File: src/rtl/multicycle_control_fsm_if.sv
// Memory handshake between the multicycle control sequencer and the memory port.
interface multicycle_control_fsm_if;
  logic mem_req;
  logic mem_write;
  logic iord;
  logic mem_ready;

  modport master (output mem_req, output mem_write, output iord, input mem_ready);
  modport slave  (input mem_req, input mem_write, input iord, output mem_ready);
endinterface

File: src/rtl/multicycle_control_fsm.sv
// Multicycle datapath control sequencer: fetch/decode/execute/memory/writeback.
// Optional jump support is enabled by defining MC_CTRL_JUMP_EN.
module multicycle_control_fsm #(
  parameter int OP_W    = 6,
  parameter int ALUOP_W = 2
) (
  input  logic                 clk,
  input  logic                 rst_n,
  input  logic [OP_W-1:0]      opcode,
  multicycle_control_fsm_if.master mem,
  output logic                 ir_write,
  output logic                 pc_write,
  output logic                 branch,
  output logic [1:0]           pc_src,
  output logic                 alu_src_a,
  output logic [1:0]           alu_src_b,
  output logic [ALUOP_W-1:0]   alu_op,
  output logic                 reg_dst,
  output logic                 mem_to_reg,
  output logic                 reg_write,
  output logic                 instr_done,
  output logic                 illegal_op,
  output logic [3:0]           state
);

  localparam logic [3:0] IDLE   = 4'd15;
  localparam logic [3:0] FETCH  = 4'd0;
  localparam logic [3:0] DECODE = 4'd1;
  localparam logic [3:0] MEMADR = 4'd2;
  localparam logic [3:0] MEMRD  = 4'd3;
  localparam logic [3:0] MEMWB  = 4'd4;
  localparam logic [3:0] MEMWR  = 4'd5;
  localparam logic [3:0] EXEC   = 4'd6;
  localparam logic [3:0] ALUWB  = 4'd7;
  localparam logic [3:0] BRANCH = 4'd8;
  localparam logic [3:0] ADDIEX = 4'd9;
  localparam logic [3:0] ADDIWB = 4'd10;
`ifdef MC_CTRL_JUMP_EN
  localparam logic [3:0] JUMP   = 4'd11;
`endif

  localparam logic [OP_W-1:0] OP_LW   = OP_W'(6'b100011);
  localparam logic [OP_W-1:0] OP_SW   = OP_W'(6'b101011);
  localparam logic [OP_W-1:0] OP_RTYP = OP_W'(6'b000000);
  localparam logic [OP_W-1:0] OP_BEQ  = OP_W'(6'b000100);
  localparam logic [OP_W-1:0] OP_ADDI = OP_W'(6'b001000);
`ifdef MC_CTRL_JUMP_EN
  localparam logic [OP_W-1:0] OP_J    = OP_W'(6'b000010);
`endif

  localparam logic [ALUOP_W-1:0] ALU_ADD   = ALUOP_W'(0);
  localparam logic [ALUOP_W-1:0] ALU_SUB   = ALUOP_W'(1);
  localparam logic [ALUOP_W-1:0] ALU_FUNCT = ALUOP_W'(2);

  logic [3:0] next_state;
  logic       is_store;

  always_ff @(posedge clk) begin
    if (!rst_n) begin
      state    <= IDLE;
      is_store <= 1'b0;
    end else begin
      state <= next_state;
      // opcode is only valid in DECODE, so remember lw/sw for MEMADR
      if (state == DECODE)
        is_store <= (opcode == OP_SW);
    end
  end

  always_comb begin
    next_state = FETCH;
    case (state)
      IDLE:   next_state = FETCH;
      FETCH:  next_state = mem.mem_ready ? DECODE : FETCH;
      DECODE: begin
        case (opcode)
          OP_LW, OP_SW: next_state = MEMADR;
          OP_RTYP:      next_state = EXEC;
          OP_BEQ:       next_state = BRANCH;
          OP_ADDI:      next_state = ADDIEX;
`ifdef MC_CTRL_JUMP_EN
          OP_J:         next_state = JUMP;
`endif
          default:      next_state = FETCH;
        endcase
      end
      MEMADR: next_state = is_store ? MEMWR : MEMRD;
      MEMRD:  next_state = mem.mem_ready ? MEMWB : MEMRD;
      MEMWB:  next_state = FETCH;
      MEMWR:  next_state = mem.mem_ready ? FETCH : MEMWR;
      EXEC:   next_state = ALUWB;
      ALUWB:  next_state = FETCH;
      BRANCH: next_state = FETCH;
      ADDIEX: next_state = ADDIWB;
      ADDIWB: next_state = FETCH;
`ifdef MC_CTRL_JUMP_EN
      JUMP:   next_state = FETCH;
`endif
      default: next_state = FETCH;
    endcase
  end

  always_comb begin
    mem.mem_req   = 1'b0;
    mem.mem_write = 1'b0;
    mem.iord      = 1'b0;
    ir_write      = 1'b0;
    pc_write      = 1'b0;
    branch        = 1'b0;
    pc_src        = '0;
    alu_src_a     = 1'b0;
    alu_src_b     = '0;
    alu_op        = '0;
    reg_dst       = 1'b0;
    mem_to_reg    = 1'b0;
    reg_write     = 1'b0;
    instr_done    = 1'b0;
    illegal_op    = 1'b0;
    case (state)
      FETCH: begin
        mem.mem_req = 1'b1;
        alu_src_b   = 2'b01;
        alu_op      = ALU_ADD;
        ir_write    = mem.mem_ready;
        pc_write    = mem.mem_ready;
      end
      DECODE: begin
        alu_src_b = 2'b11;
        alu_op    = ALU_ADD;
        case (opcode)
          OP_LW, OP_SW, OP_RTYP, OP_BEQ, OP_ADDI: illegal_op = 1'b0;
`ifdef MC_CTRL_JUMP_EN
          OP_J:    illegal_op = 1'b0;
`endif
          default: illegal_op = 1'b1;
        endcase
      end
      MEMADR, ADDIEX: begin
        alu_src_a = 1'b1;
        alu_src_b = 2'b10;
        alu_op    = ALU_ADD;
      end
      MEMRD: begin
        mem.mem_req = 1'b1;
        mem.iord    = 1'b1;
      end
      MEMWB: begin
        reg_write  = 1'b1;
        mem_to_reg = 1'b1;
        instr_done = 1'b1;
      end
      MEMWR: begin
        mem.mem_req   = 1'b1;
        mem.mem_write = 1'b1;
        mem.iord      = 1'b1;
        instr_done    = mem.mem_ready;
      end
      EXEC: begin
        alu_src_a = 1'b1;
        alu_src_b = 2'b00;
        alu_op    = ALU_FUNCT;
      end
      ALUWB: begin
        reg_write  = 1'b1;
        reg_dst    = 1'b1;
        instr_done = 1'b1;
      end
      BRANCH: begin
        alu_src_a  = 1'b1;
        alu_op     = ALU_SUB;
        pc_src     = 2'b01;
        branch     = 1'b1;
        instr_done = 1'b1;
      end
      ADDIWB: begin
        reg_write  = 1'b1;
        instr_done = 1'b1;
      end
`ifdef MC_CTRL_JUMP_EN
      JUMP: begin
        pc_src     = 2'b10;
        pc_write   = 1'b1;
        instr_done = 1'b1;
      end
`endif
      default: ;
    endcase
  end

endmodule

File: src/flat_wrapper.sv
// flat-port wrapper written by rule: the top's interface ports become plain ports
module multicycle_control_fsm_flat 
#(
  parameter int OP_W    = 6,
  parameter int ALUOP_W = 2
)
  (clk, rst_n, opcode, ir_write, pc_write, branch, pc_src, alu_src_a, alu_src_b, alu_op, reg_dst, mem_to_reg, reg_write, instr_done, illegal_op, state, mem_mem_req, mem_mem_write, mem_iord, mem_mem_ready);
  multicycle_control_fsm_if mem_i ();
  input  logic clk;
  input  logic rst_n;
  input  logic [OP_W-1:0] opcode;
  output logic ir_write;
  output logic pc_write;
  output logic branch;
  output logic [1:0] pc_src;
  output logic alu_src_a;
  output logic [1:0] alu_src_b;
  output logic [ALUOP_W-1:0] alu_op;
  output logic reg_dst;
  output logic mem_to_reg;
  output logic reg_write;
  output logic instr_done;
  output logic illegal_op;
  output logic [3:0] state;
  output wire logic [$bits(mem_i.mem_req)-1:0] mem_mem_req;
  output wire logic [$bits(mem_i.mem_write)-1:0] mem_mem_write;
  output wire logic [$bits(mem_i.iord)-1:0] mem_iord;
  input wire logic [$bits(mem_i.mem_ready)-1:0] mem_mem_ready;
  assign mem_mem_req = mem_i.mem_req;
  assign mem_mem_write = mem_i.mem_write;
  assign mem_iord = mem_i.iord;
  assign mem_i.mem_ready = mem_mem_ready;
  multicycle_control_fsm #(.OP_W(OP_W), .ALUOP_W(ALUOP_W)) u_core (.clk(clk), .rst_n(rst_n), .opcode(opcode), .mem(mem_i), .ir_write(ir_write), .pc_write(pc_write), .branch(branch), .pc_src(pc_src), .alu_src_a(alu_src_a), .alu_src_b(alu_src_b), .alu_op(alu_op), .reg_dst(reg_dst), .mem_to_reg(mem_to_reg), .reg_write(reg_write), .instr_done(instr_done), .illegal_op(illegal_op), .state(state));
endmodule
File: config.mk
export PLATFORM = sky130hd
export DESIGN_NAME = multicycle_control_fsm_flat
export DESIGN_NICKNAME = d
export VERILOG_FILES = /design/src/rtl/multicycle_control_fsm_if.sv /design/src/rtl/multicycle_control_fsm.sv /design/src/flat_wrapper.sv
export SDC_FILE = /design/constraint.sdc
export NUM_CORES = 1
export LEC_CHECK = 0
export ABC_CLOCK_PERIOD_IN_PS = 1400
export CORE_MARGIN = 4
export CORE_UTILIZATION = 40
export CTS_BUF_LIST = sky130_fd_sc_hd__clkbuf_4 sky130_fd_sc_hd__clkbuf_8
export CTS_CLUSTER_SIZE = 24
export DETAILED_ROUTE_END_ITERATION = 7
export PLACE_DENSITY_LB_ADDON = 0.08
export SETUP_SLACK_MARGIN = 0.5
export SLEW_MARGIN = 20
export SYNTH_ARGS = -nofsm -noshare
export SYNTH_HDL_FRONTEND = slang
export SYNTH_SLANG_ARGS = --single-unit
File: constraint.sdc
create_clock -name clk -period 1.4 [get_ports clk]
set_input_delay 0.14 -clock clk [delete_from_list [all_inputs] [get_ports clk]]
set_output_delay 0.14 -clock clk [all_outputs]
set_load 0.005 [all_outputs]
==> results of run 1 <==
[stage by stage]
| stage | hold WS [ns] | TNS [ns] | instances | utilization | cell area [µm²] |
|---|---|---|---|---|---|
| floorplan | 0.206 | 0 | 77 | - | 666 |
| global placement | 0.471 | -2.33 | 136 | 0.811 | 1080 |
| detailed placement | 0.489 | -3.01 | 136 | 0.811 | 1080 |
[cells by family after synthesis]
family | after synthesis | synth area share
AOI/OAI and AO/OA | 16 | 0.197
xor gates and xnor gates | 2 | 0.0299
buffers and inverters | 10 | 0.115
DFF | 5 | 0.171
muxes | 1 | 0.0171
other | 1 | 0.00640
and+or+nand+nor | 42 | 0.464
[cells in the mapped netlist, types with 2 or more instances]
master                     instances  area, µm²
sky130_fd_sc_hd__a21oi_1           3       15.0
sky130_fd_sc_hd__buf_2             3       15.0
sky130_fd_sc_hd__buf_4             3       22.5
sky130_fd_sc_hd__buf_6             2       22.5
sky130_fd_sc_hd__dfxtp_1           5        100
sky130_fd_sc_hd__nand2_1           4       15.0
sky130_fd_sc_hd__nand2b_1          3       18.8
sky130_fd_sc_hd__nand3_1           3       15.0
sky130_fd_sc_hd__nand4_1           3       18.8
sky130_fd_sc_hd__nor2_1            5       18.8
sky130_fd_sc_hd__nor2b_1           3       18.8
sky130_fd_sc_hd__nor3_1            4       20.0
sky130_fd_sc_hd__nor3_2            3       30.0
sky130_fd_sc_hd__nor3b_1           2       15.0
sky130_fd_sc_hd__o21ai_0           4       20.0
sky130_fd_sc_hd__or3_1             3       18.8
sky130_fd_sc_hd__xnor2_1           2       17.5
==> metrics.md, run 1 <==
| Metric | Value |
|---|---|
| HPWL Detailed | around 1.8 mm |
| Error that halted the flow | [ERROR DPL-0038] Utilization greater than 100%, impossible to legalize |
| Worst slack after detailed placement | -0.465 ns |
| Average footprint of a synthesized cell | about 7.6 µm² |
| Total of flip-flops plus latches after synthesis | 5 |
| Initial cell density of the core | 0.439 |
| Final weighted congestion in routability-driven placement | roughly 0.8 |
| Num ports | 31 |
| Synth cell types | 39 |
| Synth warnings | 0 |
| Count of clock tree sinks | 5 |
| H-Tree Level Count | 1 |
| Total clock buffers created by CTS | 3 |
| Post-Synthesis Cells | 77 |
| Fraction of registers with async set or reset after synthesis | 0 |
| Number of buffers added on ports | 29 |
| Overall die height | about 46 µm |
| Number of buffers between clock root and the deepest sink | 2 |
| Library cell used as clock root buffer | sky130_fd_sc_hd__clkbuf_4 |
| Share of synthesized area occupied by flip-flops and latches | 0.171 |
| PostCTS Resize Cnt | ~130 |
| Most used flip-flop cell after synthesis | sky130_fd_sc_hd__dfxtp_1 |
| Quantity of hold-fixing buffers added after cts | 0 |
| Post-CTS repair timing setup buffer count | 23 |
| EDFF count, synth | 0 |
| Overall die width | approximately 46 µm |
| Last stage | 4_1_cts |
| Mapped Nets | between 80 and 90 |
| Cell row count | 13 |
| Post-Synthesis Cell Area | slightly below 600 µm² |
| Run status | aborted with a tool error |
==> run 2, diff against run 1 <==
CORE_AREA = 4 4 65 67   (was not set)
CORE_MARGIN = not set   (was 4)
CORE_UTILIZATION = not set   (was 40)
CTS_BUF_LIST = not set   (was sky130_fd_sc_hd__clkbuf_4 sky130_fd_sc_hd__clkbuf_8)
CTS_CLUSTER_SIZE = not set   (was 24)
DIE_AREA = 0 0 69 71   (was not set)
PLACE_DENSITY_LB_ADDON = 0.15   (was 0.08)
SETUP_SLACK_MARGIN = not set   (was 0.5)
==> run 2 against run 1 <==
The flow now finishes, with violations (negative setup slack); synthesized cell count did not move; synthesized area did not move.
==> metrics.md, run 2 <==
| Metric | Value |
|---|---|
| Run status | finished, violations left |
| Failing checks | negative setup slack |
| Number of violations reported at the end of detailed-routing iteration 0 | 11 |
| Largest net degree at the start of global routing | 13 |
| HPWL Detailed | around 1.6 mm |
| Fraction of final layout cells sized beyond drive strength 1 | 0.563 |
| Post-layout minimum cycle time | 1.49 ns |
| Worst slack after detailed placement | -0.477 ns |
| Final antenna-violating net count | 0 |
| Initial cell density of the core | 0.161 |
| Vias in the first global route | roughly 800 |
| Data required time at the worst endpoint | around 1.3 ns |
| Max-Cap Viols | 0 |
| EDFF count, synth | 0 |
| Aggregate global routing overflow | 0 |
| Share of Yosys cell area claimed by the top area cell type | 0.171 |
| Core Footprint | roughly 3600 µm² |
| Largest cells by area after synthesis | sky130_fd_sc_hd__dfxtp_1, sky130_fd_sc_hd__nor3_2, sky130_fd_sc_hd__buf_4, sky130_fd_sc_hd__buf_6, sky130_fd_sc_hd__nor3_1 |
| Arr. time, crit path | approximately 1.4 ns |
| Maximum net fanout on the critical path | 6 |
| Setup clock skew after layout | 0.00223 ns |
| Share of synthesized area occupied by flip-flops and latches | 0.171 |
| CTS tree | yes |
| Final weighted congestion in routability-driven placement | 0.736 |
| Aggregate routed wire length | just over 2 mm |
| DRC violation count after routing | 0 |
| Worst skew pair latency | 0.21 ns |
| Total global routing track utilization | 0.0826 |
| Number of buffers between clock root and the deepest sink | 2 |
| Count of clock tree sinks | 5 |
| Count of antenna diodes in the layout | 0 |
| Type of the worst setup path | flip-flop to primary output |
| Worst voltage drop across the vdd grid | between 0.3 and 0.4 mV |
| Library cell used as clock root buffer | sky130_fd_sc_hd__clkbuf_8 |
| RSZ-0062 raised after global routing | true |
| Most flops, register | u_core.state |
| Cell taking the most area after synthesis | sky130_fd_sc_hd__dfxtp_1 |
| Static leakage power | between 0.0005 and 0.0006 µW |
| Largest regs | u_core.state: 4 flops, u_core.is_store: 1 flops |
| Mapped Nets | 86 |
| Number of antenna violations at the first check in global routing | 0 |
| Global-route wire length before repair | approximately 3.4 mm |
| Total clock buffers created by CTS | 3 |
| Maximum frequency from static timing analysis | between 600 and 700 MHz |
| H-Tree Level Count | 1 |
| Class of the tightest hold or removal check | flip-flop to flip-flop |
| Post-Synthesis Cells | between 70 and 80 |
| Fraction of registers with async set or reset after synthesis | 0 |
| Hold Vio Cnt, Final | 0 |
| Synth warnings | 0 |
| Number of buffers added on ports | 29 |
| Cell row count | 22 |
| Num ports | 31 |
| Most used flip-flop cell after synthesis | sky130_fd_sc_hd__dfxtp_1 |
| Total of flip-flops plus latches after synthesis | 5 |
| Routed WL per cell | about 11 µm |
| Part of the cycle the worst path needs | 1.07 |
| Average footprint of a synthesized cell | roughly 7.6 µm² |
| Power per unit of standard cell area | roughly 770 nW/µm² |
| Synth cell types | 39 |
| Max-slew violation count | 0 |
| Most frequent standard cell in the layout excluding fill and tap cells | sky130_fd_sc_hd__buf_4 |
| Post-placement cell count | roughly 170 |
| P&R area growth vs syn | 117% |
| First-pass iteration count of the detailed router | 2 |
| Post-Synthesis Cell Area | roughly 600 µm² |
| Top cells by instance count after synthesis | sky130_fd_sc_hd__dfxtp_1, sky130_fd_sc_hd__nor2_1, sky130_fd_sc_hd__nand2_1, sky130_fd_sc_hd__nor3_1, sky130_fd_sc_hd__o21ai_0 |
| Detailed-route vias per instance | 4.25 |
| End-of-flow core utilization | 0.350 |
| Overall die width | approximately 70 µm |
| Final instance count without filler cells | around 180 |
| Overall die height | just over 70 µm |
| Top library cells by usage in the layout, fill and taps aside | sky130_fd_sc_hd__buf_4, sky130_fd_sc_hd__buf_2, sky130_fd_sc_hd__clkdlybuf4s50_1 |
| Area of all placed cells without fillers | 1270 µm² |
| Count of vias placed by the detailed router | roughly 800 |
| Number of flip-flops in the largest register | 4 |
| Placement-stage cell area | between 1000 and 1500 µm² |
| Worst Slack Setup Final | -0.0949 ns |
| Worst setup EP type | primary output |
| CP startpoint kind | flip-flop |
| Endpoints failing setup | 5 |
| Clock-pin slew on the worst setup and hold paths | 0.03 ns |
| Nets | approximately 150 |
| Floorplan die area | about 5000 µm² |
==> run 2: cell counts after synthesis <==
No cell type changed its count.
==> run 2: what timing repair did <==
item / CTS / global route
setup buffers: 9 / 3
gates resized for setup: 80 / 19
endpoints found under the hold margin: 0 / 0
pin swaps: 12 / 6
hold buffers: 0 / 0
endpoints found under the setup margin: 23 / 22
==> run 2: worst paths after layout <==
| path | from | endpoint | slack (ns) | cells past startpoint |
|---|---|---|---|---|
| min reg2reg | u_core.is_store$_SDFFE_PN0P_ | u_core.is_store$_SDFFE_PN0P_ | 0.48 | 2 |
| min | u_core.is_store$_SDFFE_PN0P_ | u_core.is_store$_SDFFE_PN0P_ | 0.48 | 2 |
| max reg2reg | u_core.state[1]$_SDFF_PN1_ | u_core.state[2]$_SDFF_PN1_ | 0.10 | 5 |
| max | u_core.state[2]$_SDFF_PN1_ | reg_write | -0.09 | 5 |
==> run 2: metal layers <==
layer / GRT usage / up-vias / share of wire
met5: 0 / - / 0
met4: 0.00651 / 0 / 0
met3: 0.0355 / 0 / 0.082
met2: 0.147 / 29 / 0.49
met1: 0.0956 / 352 / 0.43
li1: - / 397 / -
==> run 2: report_power, final <==
part / total (µW) / internal (µW) / switching, µW
Combinational: 534 / 313 / 220
Clock: 255 / 195 / 60.5
Sequential: 185 / 161 / 24.2
==> run 2: kinds of logic after synthesis <==
logic type / count (synthesis) / share of synthesized area
flops: 5 / 0.171
compound gates: 16 / 0.197
xor+xnor: 2 / 0.0299
simple gates: 42 / 0.464
other cells: 1 / 0.00640
mux: 1 / 0.0171
buf+inv: 10 / 0.115
==> run 2: critical path: stages, from the launching register on <==
cell                      delay [ns]
sky130_fd_sc_hd__dfxtp_4        0.37
sky130_fd_sc_hd__or2b_4         0.29
sky130_fd_sc_hd__buf_12         0.13
sky130_fd_sc_hd__mux2i_1        0.12
sky130_fd_sc_hd__a21o_1         0.12
sky130_fd_sc_hd__buf_2          0.10
==> run 2: final cells by class <==
cell class | count | area [µm²]
Clock buffer | 4 | 45.0
Fill cell | 399 | 2360
Inverter | 2 | 7.51
Multi-Input combinational cell | 62 | 527
Sequential cell | 5 | 115
Tap cell | 48 | 60.1
Timing Repair Buffer | 62 | 517
==> run 2: metrics by stage <==
step           TNS [ns]  hold slack, ns  power, µW
2_1_floorplan         0           0.207        371
3_3_place_gp      -3.36           0.472        604
3_5_place_dp      -3.46           0.480        607
4_1_cts          -0.313           0.487        951
5_1_grt          -0.799           0.501       1040
6_report         -0.264           0.479        973
(Power assumes the default switching activity.)
